==> config.mk <==
export PLATFORM = sky130hd
export DESIGN_NAME = counter_2bits_monitor_flat
export DESIGN_NICKNAME = d
export VERILOG_FILES = /design/src/rtl/counter_2bits_monitor_if.sv /design/src/rtl/counter_2bits_monitor.sv /design/src/flat_wrapper.sv
export SDC_FILE = /design/constraint.sdc
export NUM_CORES = 1
export LEC_CHECK = 0
export CAP_MARGIN = 20
export CORE_ASPECT_RATIO = 1.5
export CORE_MARGIN = 2
export CORE_UTILIZATION = 55
export CTS_BUF_LIST = sky130_fd_sc_hd__clkbuf_8 sky130_fd_sc_hd__clkbuf_16
export DETAILED_ROUTE_END_ITERATION = 7
export DONT_BUFFER_PORTS = 1
export PLACE_DENSITY_LB_ADDON = 0.3
export SLEW_MARGIN = 30
export SYNTH_ARGS = -nofsm -noshare
export SYNTH_HDL_FRONTEND = slang
export SYNTH_SLANG_ARGS = --single-unit
==> constraint.sdc <==
create_clock -name clk -period 2.7 [get_ports clk]
set_input_delay 0.675 -clock clk [delete_from_list [all_inputs] [get_ports clk]]
set_output_delay 0.675 -clock clk [all_outputs]
set_load 0.005 [all_outputs]
==> src/rtl/counter_2bits_monitor_if.sv <==
`default_nettype none
// ============================================================================
// Module      : counter_2bits_monitor_if
// Description : Bundle between a 2-bit free-running counter source and its
//               monitor. The master side (counter/bench) drives the sample
//               qualifier and value; the slave side (monitor) returns lock
//               status, event pulses and event counters.
// Ports       : cnt_valid  - counter_in is to be sampled this cycle
//               counter_in - value from the 2-bit counter
//               locked     - monitor is in LOCKED
//               wrap_pulse - one-cycle pulse on an accepted 3->0 step
//               err_pulse  - one-cycle pulse on a step that was not +1 mod 4
//               wrap_count - wraps since clear (modulo 2^WRAP_W)
//               err_count  - errors since clear (saturating)
// Revision    : 1.0 - initial release
// ============================================================================
interface counter_2bits_monitor_if #(
  parameter int WRAP_W = 8,
  parameter int ERR_W  = 4
);

  logic              cnt_valid;
  logic [1:0]        counter_in;
  logic              locked;
  logic              wrap_pulse;
  logic              err_pulse;
  logic [WRAP_W-1:0] wrap_count;
  logic [ERR_W-1:0]  err_count;

  // Counter side: provides samples, observes monitor status.
  modport master (
    output cnt_valid,
    output counter_in,
    input  locked,
    input  wrap_pulse,
    input  err_pulse,
    input  wrap_count,
    input  err_count
  );

  // Monitor side: consumes samples, reports status.
  modport slave (
    input  cnt_valid,
    input  counter_in,
    output locked,
    output wrap_pulse,
    output err_pulse,
    output wrap_count,
    output err_count
  );

endinterface : counter_2bits_monitor_if
`default_nettype wire

==> src/rtl/counter_2bits_monitor.sv <==
`default_nettype none
// ============================================================================
// Module      : counter_2bits_monitor
// Description : Downstream checker for a 2-bit free-running counter. Each
//               qualified clock it samples the counter value, checks that it
//               stepped +1 mod 4 from the previous sample, flags and counts
//               wrap-arounds (3->0) and sequence errors, and reports lock
//               status once LOCK_N consecutive good steps have been seen.
// Parameters  : LOCK_N - consecutive good steps needed to lock (1..15)
//               WRAP_W - width of wrap_count (wraps modulo 2^WRAP_W)
//               ERR_W  - width of err_count (saturates at all-ones)
// Ports       : clk    - clock, rising edge
//               clear  - synchronous active-high reset, highest priority
//               mon    - slave modport of counter_2bits_monitor_if
//                        (cnt_valid/counter_in in; locked, wrap_pulse,
//                        err_pulse, wrap_count, err_count out)
// Revision    : 1.0 - initial release
// ============================================================================
module counter_2bits_monitor #(
  parameter int LOCK_N = 4,
  parameter int WRAP_W = 8,
  parameter int ERR_W  = 4
) (
  input  wire                       clk,
  input  wire                       clear,
  counter_2bits_monitor_if.slave    mon
);

  // good_run must be able to hold the value LOCK_N itself.
  localparam int GR_W = $clog2(LOCK_N + 1);

  // Number of matches already seen when the next match completes the run.
  localparam logic [GR_W-1:0] LOCK_LAST = GR_W'(LOCK_N - 1);

  typedef enum logic [1:0] {
    IDLE   = 2'd0,
    TRACK  = 2'd1,
    LOCKED = 2'd2
  } state_t;

  state_t            state;
  logic [1:0]        prev;
  logic [GR_W-1:0]   good_run;

  logic              locked;
  logic              wrap_pulse;
  logic              err_pulse;
  logic [WRAP_W-1:0] wrap_count;
  logic [ERR_W-1:0]  err_count;

  // --------------------------------------------------------------------------
  // Step evaluation (combinational, only meaningful in TRACK/LOCKED)
  // --------------------------------------------------------------------------
  logic [1:0] exp_val;
  logic       step_ok;
  logic       step_wrap;
  logic       err_sat;

  always_comb begin
    exp_val   = prev + 2'd1;                 // 2-bit arithmetic: 3+1 = 0
    step_ok   = (mon.counter_in == exp_val);
    // A wrap is only a matching 3->0; a mismatching 0 never counts as one.
    step_wrap = step_ok && (prev == 2'd3);
    err_sat   = (err_count == {ERR_W{1'b1}});
  end

  // --------------------------------------------------------------------------
  // FSM with registered outputs
  // --------------------------------------------------------------------------
  always_ff @(posedge clk) begin
    if (clear) begin
      state      <= IDLE;
      prev       <= 2'd0;
      good_run   <= '0;
      locked     <= 1'b0;
      wrap_pulse <= 1'b0;
      err_pulse  <= 1'b0;
      wrap_count <= '0;
      err_count  <= '0;
    end else begin
      // Pulses last exactly one cycle; they are re-asserted below only when
      // this cycle's sample produces the corresponding event.
      wrap_pulse <= 1'b0;
      err_pulse  <= 1'b0;

      if (mon.cnt_valid) begin
        // prev tracks every sample, so a single glitch costs one error and
        // checking resumes from the glitched value.
        prev <= mon.counter_in;

        case (state)
          IDLE: begin
            // First sample only seeds prev; nothing to compare against.
            state <= TRACK;
          end

          TRACK: begin
            if (step_ok) begin
              good_run <= good_run + 1'b1;
              if (good_run == LOCK_LAST) begin
                state  <= LOCKED;
                locked <= 1'b1;
              end
              if (step_wrap) begin
                wrap_pulse <= 1'b1;
                wrap_count <= wrap_count + 1'b1;
              end
            end else begin
              err_pulse <= 1'b1;
              good_run  <= '0;
              if (!err_sat) begin
                err_count <= err_count + 1'b1;
              end
            end
          end

          LOCKED: begin
            if (step_ok) begin
              // good_run is frozen while locked.
              if (step_wrap) begin
                wrap_pulse <= 1'b1;
                wrap_count <= wrap_count + 1'b1;
              end
            end else begin
              // locked falls on the same edge err_pulse rises.
              state     <= TRACK;
              locked    <= 1'b0;
              err_pulse <= 1'b1;
              good_run  <= '0;
              if (!err_sat) begin
                err_count <= err_count + 1'b1;
              end
            end
          end

          default: begin
            state  <= IDLE;
            locked <= 1'b0;
          end
        endcase
      end
    end
  end

  // --------------------------------------------------------------------------
  // Drive the interface from the registered outputs
  // --------------------------------------------------------------------------
  assign mon.locked     = locked;
  assign mon.wrap_pulse = wrap_pulse;
  assign mon.err_pulse  = err_pulse;
  assign mon.wrap_count = wrap_count;
  assign mon.err_count  = err_count;

endmodule : counter_2bits_monitor
`default_nettype wire

==> src/flat_wrapper.sv <==
// flat-port wrapper written by rule: the top's interface ports become plain ports
module counter_2bits_monitor_flat 
#(
  parameter int LOCK_N = 4,
  parameter int WRAP_W = 8,
  parameter int ERR_W  = 4
)
  (clk, clear, mon_cnt_valid, mon_counter_in, mon_locked, mon_wrap_pulse, mon_err_pulse, mon_wrap_count, mon_err_count);
  counter_2bits_monitor_if #(.WRAP_W(WRAP_W), .ERR_W(ERR_W)) mon_i ();
  input  wire clk;
  input  wire clear;
  input wire logic [$bits(mon_i.cnt_valid)-1:0] mon_cnt_valid;
  input wire logic [$bits(mon_i.counter_in)-1:0] mon_counter_in;
  output wire logic [$bits(mon_i.locked)-1:0] mon_locked;
  output wire logic [$bits(mon_i.wrap_pulse)-1:0] mon_wrap_pulse;
  output wire logic [$bits(mon_i.err_pulse)-1:0] mon_err_pulse;
  output wire logic [$bits(mon_i.wrap_count)-1:0] mon_wrap_count;
  output wire logic [$bits(mon_i.err_count)-1:0] mon_err_count;
  assign mon_i.cnt_valid = mon_cnt_valid;
  assign mon_i.counter_in = mon_counter_in;
  assign mon_locked = mon_i.locked;
  assign mon_wrap_pulse = mon_i.wrap_pulse;
  assign mon_err_pulse = mon_i.err_pulse;
  assign mon_wrap_count = mon_i.wrap_count;
  assign mon_err_count = mon_i.err_count;
  counter_2bits_monitor #(.LOCK_N(LOCK_N), .WRAP_W(WRAP_W), .ERR_W(ERR_W)) u_core (.clk(clk), .clear(clear), .mon(mon_i));
endmodule
==> reports/metrics.csv <==
stage,metric,value,unit
power_and_ir_drop,leakage,0.452,nW
clock_network,cts_hold_buffers,0,
grt,grtUsageTotal,21.1,%
final_layout,synthToLayoutAreaGrowth,8.68,%
final_layout,antenna_cells,0,
synthesis,ys_top_cells_by_count,"22 x dfxtp_1, 17 x nor2_1, 9 x ha_1",
synthesis,syn_area,1100,um2
route,postRouteAntennaNets,0,
synthesis,ys.flop_type,dfxtp_1,
critical_path,rr_worst_depth,6,
floorplan,io_pins,20,
flow_run,maxCapViolations,0,
synthesis,synth_nets,138,
floorplan,die_h,58.7,um
timing,drv_slew,0,
timing,tightest_slew,492,ps
critical_path,r2r_start,u_core.state[0],
clock_network,cts.htree.levels,1,
timing,period_share,83.6,%
timing,finalSetupViolCount,0,
timing,period_minus_slack,2260,ps
synthesis,seq_area_frac_synth,40.2,%
timing,rsz0062_at_grt,false,
power_and_ir_drop,power_density,597,nW/um2
synthesis,synth_edf_count,0,
timing,fmax,443,MHz
critical_path,worstPathMaxFanout,7,
clock_network,cts_setup_buffers,0,
grt,grt_pass1_wl,3.57,mm
route,vias_per_cell,6.13,
grt,met2_usage,37.9,%
timing,fin_skew,3.03,ps
final_layout,drive_above_1_share,8.73,%
critical_path,crit_path_end_kind,register,
hold_path,holdPathStages,1,
clock_network,cts_resized,0,
critical_path,crit_required,2860,ps
placement,port_buffers,0,
placement,gp_congestion,0.852,
synthesis,yosys-top-cells-area,"dfxtp_1 40%, ha_1 10%, nor2_1 5.8%",
critical_path,critPathArrivalTime,2420,ps
grt,use_met3,3.40,%
route,vias,901,
route,routedWlPerCell,14.6,um
synthesis,ys_ff_latch,22,
synthesis,synth_area_per_cell,8.84,um2
synthesis,yosysTopAreaCellShare,40.2,%
synthesis,synthCells,124,
route,drtIter0Drc,14,
grt,grt_max_degree,26,
clock_network,clkLatencyLatePin,270,ps
critical_path,startpoint,u_core.state[0],
timing,hold_slack,469,ps
run_status,status,"finished, final reports clean",
final_layout,final_nets,141,
timing,hold_violations,0,
timing,worst_slack,442,ps
hold_path,hold_path_class,primary input to register,
critical_path,r2r_end,u_core.mon.wrap_count[7],
power_and_ir_drop,ir_worst_vdd,0.397,mV
timing,slew_headroom,66.9,%
route,drtPass1Iterations,4,
floorplan,dieArea,2370,um2
critical_path,r2r_slack,440,ps
grt,grt.met1_usage,22.4,%
timing,setup_tns,0,ps
hold_path,min_delay_worst_endpoint,u_core.mon.wrap_count[2],
synthesis,yosysTopAreaCell,dfxtp_1,
hold_path,hp-start,clear,
clock_network,cts.sinks,22,
floorplan,die-width,40.5,um
grt,grt_overflow,0,
floorplan,start_util,59.1,%
clock_network,cts_buffer_depth,2,
placement,place_ws,474,ps
placement,dp_hpwl,1.61,mm
synthesis,yosys_warnings,0,
synthesis,yosys.cell_types.count,30,
clock_network,clk_pin_slew,80,ps
synthesis,async_flop_share,0,%
floorplan,fp-row-count,19,
clock_network,cts_root_buf,clkbuf_8,
grt,first_global_vias,916,
route,routed_wl,2.14,mm
synthesis,synth_most_common_cell,dfxtp_1,
power_and_ir_drop,fin_total_pwr,0.711,mW
grt,busiest_layer,met2,
critical_path,critPathKind,register to register,
floorplan,core-area,1850,um2
route,drc,0,
critical_path,critPathLaunchType,register,
grt,antenna_found_initial,0,
clock_network,cts_buffers,3,
clock_network,cts_tree,built,
==> layer usage <==
layer  wire length (um)  vias up
met4                 36        0
met2               1130       36
met5                  0        -
met3                135        5
li1                   -      443
met1                844      417
==> cell families (layout without fill, tap and decap cells) <==
| group | after synthesis | after routing | share of synthesized area [%] |
|---|---|---|---|
| AND/OR/NAND/NOR | 47 | 47 | 20.2 |
| AO/OA/AOI/OAI | 20 | 20 | 12.2 |
| buffers and inverters | 11 | 13 | 3.99 |
| XOR/XNOR | 8 | 8 | 6.39 |
| adder cells (fa/ha/maj) | 9 | 9 | 10.3 |
| multiplexers | 7 | 7 | 6.74 |
| flip-flops | 22 | 22 | 40.2 |
==> registers in the layout (all words and copies together) (netlist names) <==
name,cells
u_core.state,2
u_core.mon.err_pulse,1
u_core.mon.locked,1
u_core.prev,2
u_core.mon.wrap_count,8
u_core.mon.err_count,4
u_core.mon.wrap_pulse,1
u_core.good_run,3
==> cell usage in the layout, fill, tap and decap left out, types with 2 or more instances in the layout <==
master	netlist	layout
mux2_2	3	3
or3_1	3	3
xor2_1	3	3
buf_4	0	2
inv_1	7	7
dfxtp_1	22	22
mux2i_1	4	4
nand2_1	7	7
a211oi_1	2	2
a41oi_1	2	2
clkbuf_8	0	3
o31ai_1	2	2
nor2_1	17	17
nand3_1	7	7
nor2b_1	2	2
a22oi_1	2	2
nor3_1	5	5
o21ai_0	3	3
xnor2_1	5	5
nor4_1	4	4
a21oi_1	5	5
ha_1	9	9
==> area by class of cell <==
| class | count | area [um2] |
|---|---|---|
| clock buffer | 3 | 41.3 |
| clock inverter | 1 | 30.0 |
| fill | 161 | 663 |
| inverter | 7 | 26.3 |
| multi-input combinational | 91 | 612 |
| sequential | 22 | 440 |
| tap | 21 | 26.3 |
| timing repair buffer | 2 | 15.0 |
==> through the flow <==
step                      cells  instance area, um2  utilization, %
after detailed placement    143                1120            60.4
after CTS                   147                1190            64.2
after floorplan             124                1100               -
after global routing        147                1190            64.2
final                       147                1190            64.2
after global placement      143                1120            60.4
==> report_power, final <==
group	switching [mW]	total [mW]	internal, mW
registers	0.00690	0.338	0.331
logic	0.0370	0.0634	0.0264
clock network	0.112	0.310	0.198
==> critical path: stages (launching register included) <==
cell	delay, ps
dfxtp_1	390
inv_1	100
ha_1	360
nand3_1	150
or3_1	440
nor4_1	350
mux2_2	370
==> worst max path at each step <==
| stage | slack, ps | depth (start not counted) | endpoint |
|---|---|---|---|
| 6_report | 440 | 6 | u_core.mon.wrap_count[7] |
| 2_1_floorplan | 530 | 6 | u_core.mon.wrap_count[7] |
| 5_1_grt | 320 | 6 | u_core.mon.wrap_count[7] |
| 3_5_place_dp | 470 | 6 | u_core.mon.wrap_count[7] |
| 4_1_cts | 460 | 6 | u_core.mon.wrap_count[7] |
| 3_3_place_gp | 600 | 6 | u_core.mon.wrap_count[7] |
Power figures use the tool's default switching activity.
